===== src/rtl/mem_stage.sv =====
// Memory stage: LDW/STW over a req/ack data port with a timeout watchdog; other opcodes pass in one negedge.
// Memory ops take 1 + ack-wait negedges (min 2); O_MemStall holds upstream for the whole access.
module mem_stage #(
   parameter int               DATA_W  = 16,
   parameter int               OPC_W   = 8,
   parameter int               ADDR_W  = 10,
   parameter int               TIMEOUT = 16,
   parameter logic [OPC_W-1:0] OP_LDW  = OPC_W'(8'h50),
   parameter logic [OPC_W-1:0] OP_STW  = OPC_W'(8'h51)
) (
   input  logic              I_CLOCK,
   input  logic              I_RESET,
   input  logic              I_LOCK,
   input  logic [DATA_W-1:0] I_ALUOut,
   input  logic [OPC_W-1:0]  I_Opcode,
   input  logic [3:0]        I_DestRegIdx,
   input  logic [DATA_W-1:0] I_DestValue,
   input  logic              I_FetchStall,
   input  logic              I_DepStall,
   input  logic              I_MemAck,
   input  logic [DATA_W-1:0] I_MemRData,
   output logic              O_MemReq,
   output logic              O_MemWe,
   output logic [ADDR_W-1:0] O_MemAddr,
   output logic [DATA_W-1:0] O_MemWData,
   output logic              O_MemStall,
   output logic              O_LOCK,
   output logic [OPC_W-1:0]  O_Opcode,
   output logic [3:0]        O_DestRegIdx,
   output logic [DATA_W-1:0] O_ALUOut,
   output logic [DATA_W-1:0] O_MemOut,
   output logic              O_FetchStall,
   output logic              O_DepStall,
   output logic              O_MemErr
);

   localparam int              CNT_W    = (TIMEOUT > 2) ? $clog2(TIMEOUT) : 1;
   localparam logic [CNT_W-1:0] CNT_LAST = CNT_W'(TIMEOUT - 1);

   localparam logic [0:0] ST_IDLE = 1'b0;
   localparam logic [0:0] ST_BUSY = 1'b1;

   logic [0:0]        state_q,  state_d;
   logic [CNT_W-1:0]  cnt_q,    cnt_d;
   logic              lock_q,   lock_d;
   logic              req_q,    req_d;
   logic              we_q,     we_d;
   logic [ADDR_W-1:0] addr_q,   addr_d;
   logic [DATA_W-1:0] wdata_q,  wdata_d;
   logic              stall_q,  stall_d;
   logic [OPC_W-1:0]  opc_q,    opc_d;
   logic [3:0]        idx_q,    idx_d;
   logic [DATA_W-1:0] alu_q,    alu_d;
   logic [DATA_W-1:0] memout_q, memout_d;
   logic              fstall_q, fstall_d;
   logic              dstall_q, dstall_d;
   logic              err_q,    err_d;

   logic in_valid;
   logic in_ldw;
   logic in_stw;
   logic in_mem;
   logic addr_oor;
   logic busy_ldw;
   logic timeout_hit;

   assign in_valid    = I_LOCK & ~I_FetchStall & ~I_DepStall;
   assign in_ldw      = (I_Opcode == OP_LDW);
   assign in_stw      = (I_Opcode == OP_STW);
   assign in_mem      = in_ldw | in_stw;
   assign addr_oor    = |I_ALUOut[DATA_W-1:ADDR_W];
   assign busy_ldw    = (opc_q == OP_LDW);
   assign timeout_hit = (cnt_q == CNT_LAST);

   always_comb begin
      state_d  = state_q;
      cnt_d    = cnt_q;
      lock_d   = I_LOCK;
      req_d    = req_q;
      we_d     = we_q;
      addr_d   = addr_q;
      wdata_d  = wdata_q;
      stall_d  = stall_q;
      opc_d    = opc_q;
      idx_d    = idx_q;
      alu_d    = alu_q;
      memout_d = memout_q;
      fstall_d = fstall_q;
      dstall_d = dstall_q;
      err_d    = err_q;

      case (state_q)
         ST_IDLE: begin
            if (!in_valid) begin
               fstall_d = I_FetchStall;
               dstall_d = I_DepStall;
            end else begin
               opc_d    = I_Opcode;
               idx_d    = I_DestRegIdx;
               alu_d    = I_ALUOut;
               fstall_d = 1'b0;
               dstall_d = 1'b0;
               if (in_mem && addr_oor) begin
                  // Out-of-range access retires immediately with no bus cycle
                  err_d = 1'b1;
                  if (in_ldw) begin
                     memout_d = '0;
                  end
               end else if (in_mem) begin
                  addr_d   = I_ALUOut[ADDR_W-1:0];
                  we_d     = in_stw;
                  if (in_stw) begin
                     wdata_d = I_DestValue;
                  end
                  req_d    = 1'b1;
                  stall_d  = 1'b1;
                  dstall_d = 1'b1;
                  cnt_d    = '0;
                  state_d  = ST_BUSY;
               end
            end
         end

         ST_BUSY: begin
            if (I_MemAck || timeout_hit) begin
               // Ack takes priority over a coincident timeout
               if (busy_ldw) begin
                  memout_d = I_MemAck ? I_MemRData : '0;
               end
               if (!I_MemAck) begin
                  err_d = 1'b1;
               end
               fstall_d = 1'b0;
               dstall_d = 1'b0;
               req_d    = 1'b0;
               we_d     = 1'b0;
               stall_d  = 1'b0;
               state_d  = ST_IDLE;
            end else begin
               cnt_d = cnt_q + 1'b1;
            end
         end

         default: begin
            state_d = ST_IDLE;
         end
      endcase
   end

   always_ff @(negedge I_CLOCK or posedge I_RESET) begin
      if (I_RESET) begin
         state_q  <= ST_IDLE;
         cnt_q    <= '0;
         lock_q   <= 1'b0;
         req_q    <= 1'b0;
         we_q     <= 1'b0;
         addr_q   <= '0;
         wdata_q  <= '0;
         stall_q  <= 1'b0;
         opc_q    <= '0;
         idx_q    <= '0;
         alu_q    <= '0;
         memout_q <= '0;
         fstall_q <= 1'b0;
         dstall_q <= 1'b0;
         err_q    <= 1'b0;
      end else begin
         state_q  <= state_d;
         cnt_q    <= cnt_d;
         lock_q   <= lock_d;
         req_q    <= req_d;
         we_q     <= we_d;
         addr_q   <= addr_d;
         wdata_q  <= wdata_d;
         stall_q  <= stall_d;
         opc_q    <= opc_d;
         idx_q    <= idx_d;
         alu_q    <= alu_d;
         memout_q <= memout_d;
         fstall_q <= fstall_d;
         dstall_q <= dstall_d;
         err_q    <= err_d;
      end
   end

   assign O_MemReq     = req_q;
   assign O_MemWe      = we_q;
   assign O_MemAddr    = addr_q;
   assign O_MemWData   = wdata_q;
   assign O_MemStall   = stall_q;
   assign O_LOCK       = lock_q;
   assign O_Opcode     = opc_q;
   assign O_DestRegIdx = idx_q;
   assign O_ALUOut     = alu_q;
   assign O_MemOut     = memout_q;
   assign O_FetchStall = fstall_q;
   assign O_DepStall   = dstall_q;
   assign O_MemErr     = err_q;

   a_we_needs_req: assert property (@(negedge I_CLOCK) disable iff (I_RESET) O_MemWe |-> O_MemReq);
   a_stall_is_req: assert property (@(negedge I_CLOCK) disable iff (I_RESET) O_MemStall == O_MemReq);

endmodule


===== config.mk =====
export PLATFORM = sky130hd
export DESIGN_NAME = mem_stage
export DESIGN_NICKNAME = d
export VERILOG_FILES = /design/src/rtl/mem_stage.sv
export SDC_FILE = /design/constraint.sdc
export NUM_CORES = 1
export LEC_CHECK = 0
export CAP_MARGIN = 20
export CORE_ASPECT_RATIO = 1.25
export CORE_UTILIZATION = 48
export CTS_BUF_LIST = sky130_fd_sc_hd__clkbuf_4
export DETAILED_ROUTE_END_ITERATION = 10
export PLACE_DENSITY = 0.95
export SLEW_MARGIN = 20
export SYNTH_ARGS = -nofsm -noshare
export SYNTH_HDL_FRONTEND = slang
export SYNTH_SLANG_ARGS = --single-unit

===== constraint.sdc =====
create_clock -name I_CLOCK -period 4.5 [get_ports I_CLOCK]
set_input_delay 0.9 -clock I_CLOCK [delete_from_list [all_inputs] [get_ports I_CLOCK]]
set_output_delay 0.9 -clock I_CLOCK [all_outputs]
set_load 0.005 [all_outputs]

# --- Word-level counts from Yosys, hierarchy flattened ---
# Cells that the tools add are included.
word_totals:
  reg_bits: 81
  in_bits: 66
  out_inout_bits: 77
  word_cells: 80
op_classes:
  add_sub_neg: 1
  eq_ne: 13
  mux: 35
  bitwise: 7
  n_reduce_logical: 10
ops:
  columns: ["op", "count"]
  rows:
  - ["$mux W16", 6]
  - ["$pmux W16 S2", 1]
  - ["$eq A8 B7 Y1 const B", 3]
  - ["$mux W1", 17]
  - ["$mux W4", 4]
  - ["$reduce_and A4 Y1", 4]
  - ["$ne A2 B2 Y1 const B", 7]
  - ["$pmux W1 S2", 6]
  - ["$reduce_and A5 Y1", 2]
  - ["$pmux W4 S2", 1]
  - ["$reduce_or A6 Y1", 1]
  - ["$add A4 B1 Y4 const B", 1]
  - ["$eq A4 B4 Y1 const B", 1]
  - ["$ne A2 B1 Y1 const B", 2]
  - ["$not A1 Y1", 4]
  - ["$and A1 B1 Y1", 2]
  - ["$reduce_and A2 Y1", 1]
  - ["$logic_and A1 B1 Y1", 1]
  - ["$logic_or A1 B1 Y1", 1]
  - ["$or A1 B1 Y1", 1]

# --- Logic depth before layout (Yosys ltp) ---
logic_depth:
  depth_word: 6
  ltp_mapped: 7
  depth_no_buf: 5

==> key figures <==
Run status
  • Status: complete, but fails checks
  • Failing checks: setup timing

Route
  • Via count: 2,672
  • 1st-pass router iterations: 4
  • Detail-routed net length per standard cell: 20.3 um
  • DRT antenna net count: 0
  • Remaining DRCs: 0
  • Via-to-Cell Ratio: 5.24
  • Routed WL: 10.3 mm
  • Detailed Route Iter0 Violations: 158

Setup path
  • CP max FO: 2
  • Setup crit end kind: output pin
  • CP top delay family: buffers and inverters
  • CP max stage cell: clkdlybuf4s50_1
  • CP Buf/Inv Count: 1
  • Crit path launch type: flip-flop
  • Crit path DAT: 3.61 ns
  • Max incr delay on CP: 0.52 ns
  • CP Class: reg -> out
  • CP Data Required Time: 3.60 ns
  • Critical-path cell list: clkdlybuf4s50_1

Synthesis
  • Syn nets: 297
  • Commonest register cell after synthesis: dfrtn_1
  • Syn Inst Count: 230
  • Yosys reg bits: 81
  • FFs w/ async S/R, synth: 100%
  • Synth cell types: 36
  • Sequential area share after synthesis: 59.0%
  • Mean post-synth cell area: 14.9 um^2
  • Synth warnings: 0
  • Mapped Area: 3430 um^2
  • EDFF count, synth: 0

Run
  • Number of max-cap violations: 0

Finish
  • Layout fillers: 355
  • Synth-to-Final Area Change: 63.9%
  • # diodes: 0
  • Final net count: 482
  • Fin cells: 510
  • Ratio of cells with drive above 1 in the final layout: 36.0%

Placed design
  • Routability-driven placement congestion ratio: 0.734
  • HPWL after DPL: 5.75 mm
  • Placed Cells: 465
  • I/O Buffers: 142
  • Pre-CTS setup slack: -0.650 ns

Timing
  • Relative slew slack: 41.7%
  • Clk_skew: 0.0116 ns
  • # setup viols final: 1
  • Max-slew violation count: 0
  • Hold Vio Cnt, Final: 0
  • Worst slew pin tran: 0.875 ns
  • Final hold slack: 0.424 ns
  • TNS Setup: -0.00886 ns
  • Setup WS post-layout: -0.00886 ns

Die
  • Die Wd: 77.7 um
  • Site Rows: 34
  • Die height: 96.6 um
  • Top Ports: 143
  • Die ar.: 7500 um^2
  • Core Area: 6930 um^2
  • Starting Density: 49.5%

Power
  • Cell Pwr Density: 267 nW/um^2
  • Total power: 1.51 mW
  • Peak VDD IR: 0.000306 V
  • Leakage: 3.28 nW

CTS
  • Cts hold-fix bufs: 0
  • Worst-Skew Late Latency: 0.38 ns
  • Total CTS buffers: 9
  • H-tree depth: 3
  • CTS tree: built
  • Root buffer cell: clkbuf_4
  • Clock transition at path regs: 0.08 ns
  • Max Root-Sink Buffers: 2
  • # clock sinks: 81

Global routing
  • GRT overflow: 0
  • First-pass GRT wire length: 14.0 mm
  • Vias in the first global route: 2,717
  • Initial antenna violation count: 0
  • GRT Resource Usage Total: 25.1%
  • Largest net degree at the start of global routing: 82

Hold path
  • Worst Hold Class: reg -> reg
-- cells in the mapped netlist (3+ instances only) --
| master | number | area share (%) |
|---|---|---|
| buf_4 | 4 | 0.87 |
| nand2_1 | 5 | 0.55 |
| a21oi_1 | 4 | 0.58 |
| inv_1 | 3 | 0.33 |
| nand2b_1 | 3 | 0.55 |
| dfrtn_1 | 81 | 59 |
| clkbuf_1 | 3 | 0.33 |
| and3_1 | 17 | 3.1 |
| mux2_2 | 50 | 16 |
| nor2_1 | 5 | 0.55 |
| o21ai_0 | 6 | 0.87 |
| mux2_4 | 20 | 8.7 |
-- kinds of logic (layout without fill, tap and decap cells) --
logic type / after synthesis / after routing / share of synthesized area [%]
DFF: 81 / 81 / 59.0
muxes: 71 / 71 / 25.4
and+or+nand+nor: 45 / 46 / 8.71
AOI/OAI and AO/OA: 17 / 17 / 3.42
buffers and inverters: 15 / 204 / 3.06
adders and majority gates: 1 / 1 / 0.364
-- cell usage in the layout (no fill, tap or decap), types with 6 or more instances in the layout --
cell,Yosys,final
clkbuf_4,0,11
clkdlybuf4s50_1,0,74
mux2_2,50,50
buf_4,4,35
buf_12,1,7
mux2_4,20,20
dfrtn_1,81,81
dlymetal6s2s_1,0,47
o21ai_0,6,6
and3_1,17,16
dlygate4sd2_1,0,13
-- timing repair --
item | CTS | global route
pin swaps | 7 | 9
gates resized for setup | 30 | 63
endpoints found under the setup margin | 86 | 86
gates cloned | 1 | 1
setup buffers | 13 | 14
-- registers in the layout, summed over array words and instances (netlist names), 4 cells and up --
name          cells
O_ALUOut         16
O_DestRegIdx      4
O_MemAddr        10
cnt_q             4
O_MemOut         16
O_Opcode          8
O_MemWData       16
-- final timing paths --
| kind | from | endpoint | slack [ns] | depth (start not counted) |
|---|---|---|---|---|
| setup / recovery | O_MemWData[0]$_DFFE_NP0P_ | O_MemWData[0] | -0.009 | 1 |
| hold / removal | cnt_q[0]$_DFFE_NP0P_ | cnt_q[0]$_DFFE_NP0P_ | 0.42 | 1 |
| setup reg to reg | state_q$_DFF_NP0_ | O_MemOut[5]$_DFFE_NP0P_ | 1.99 | 5 |
| hold reg to reg | cnt_q[0]$_DFFE_NP0P_ | cnt_q[0]$_DFFE_NP0P_ | 0.42 | 1 |
| max in group asynchronous | I_RESET | O_MemAddr[0]$_DFFE_NP0P_ | 1.00 | 3 |
| min in group asynchronous | I_RESET | O_MemWData[4]$_DFFE_NP0P_ | 3.11 | 3 |
-- report_power, final --
| group | internal (mW) | switching [mW] | total (mW) |
|---|---|---|---|
| clock | 0.180 | 0.251 | 0.431 |
| sequential | 0.785 | 0.0273 | 0.812 |
| combinational | 0.171 | 0.0905 | 0.261 |
-- layer usage --
layer | vias to the layer above | global-route usage [%] | part of all wire, %
met5 | - | 0 | 0
met4 | 0 | 13.1 | 2.9
met3 | 25 | 6.57 | 6.9
met2 | 117 | 42.7 | 54
met1 | 1340 | 29.3 | 36
li1 | 1190 | - | -
-- layout make-up --
class	count	area, um^2	share of cell area, %
inverter	3	15.0	0.267
multi-input combinational	135	1400	24.9
sequential	81	2030	36.0
clock buffer	11	82.6	1.47
tap	90	113	2.00
clock inverter	5	56.3	1.00
timing repair buffer	185	1930	34.3
-- through the flow --
stage	utilization [%]	area, um^2
2_1_floorplan	-	3460
3_3_place_gp	72.9	5050
3_5_place_dp	72.9	5050
4_1_cts	77.5	5380
5_1_grt	81.2	5630
6_report	81.2	5630
Note: power is estimated with default switching activity, not from simulation.
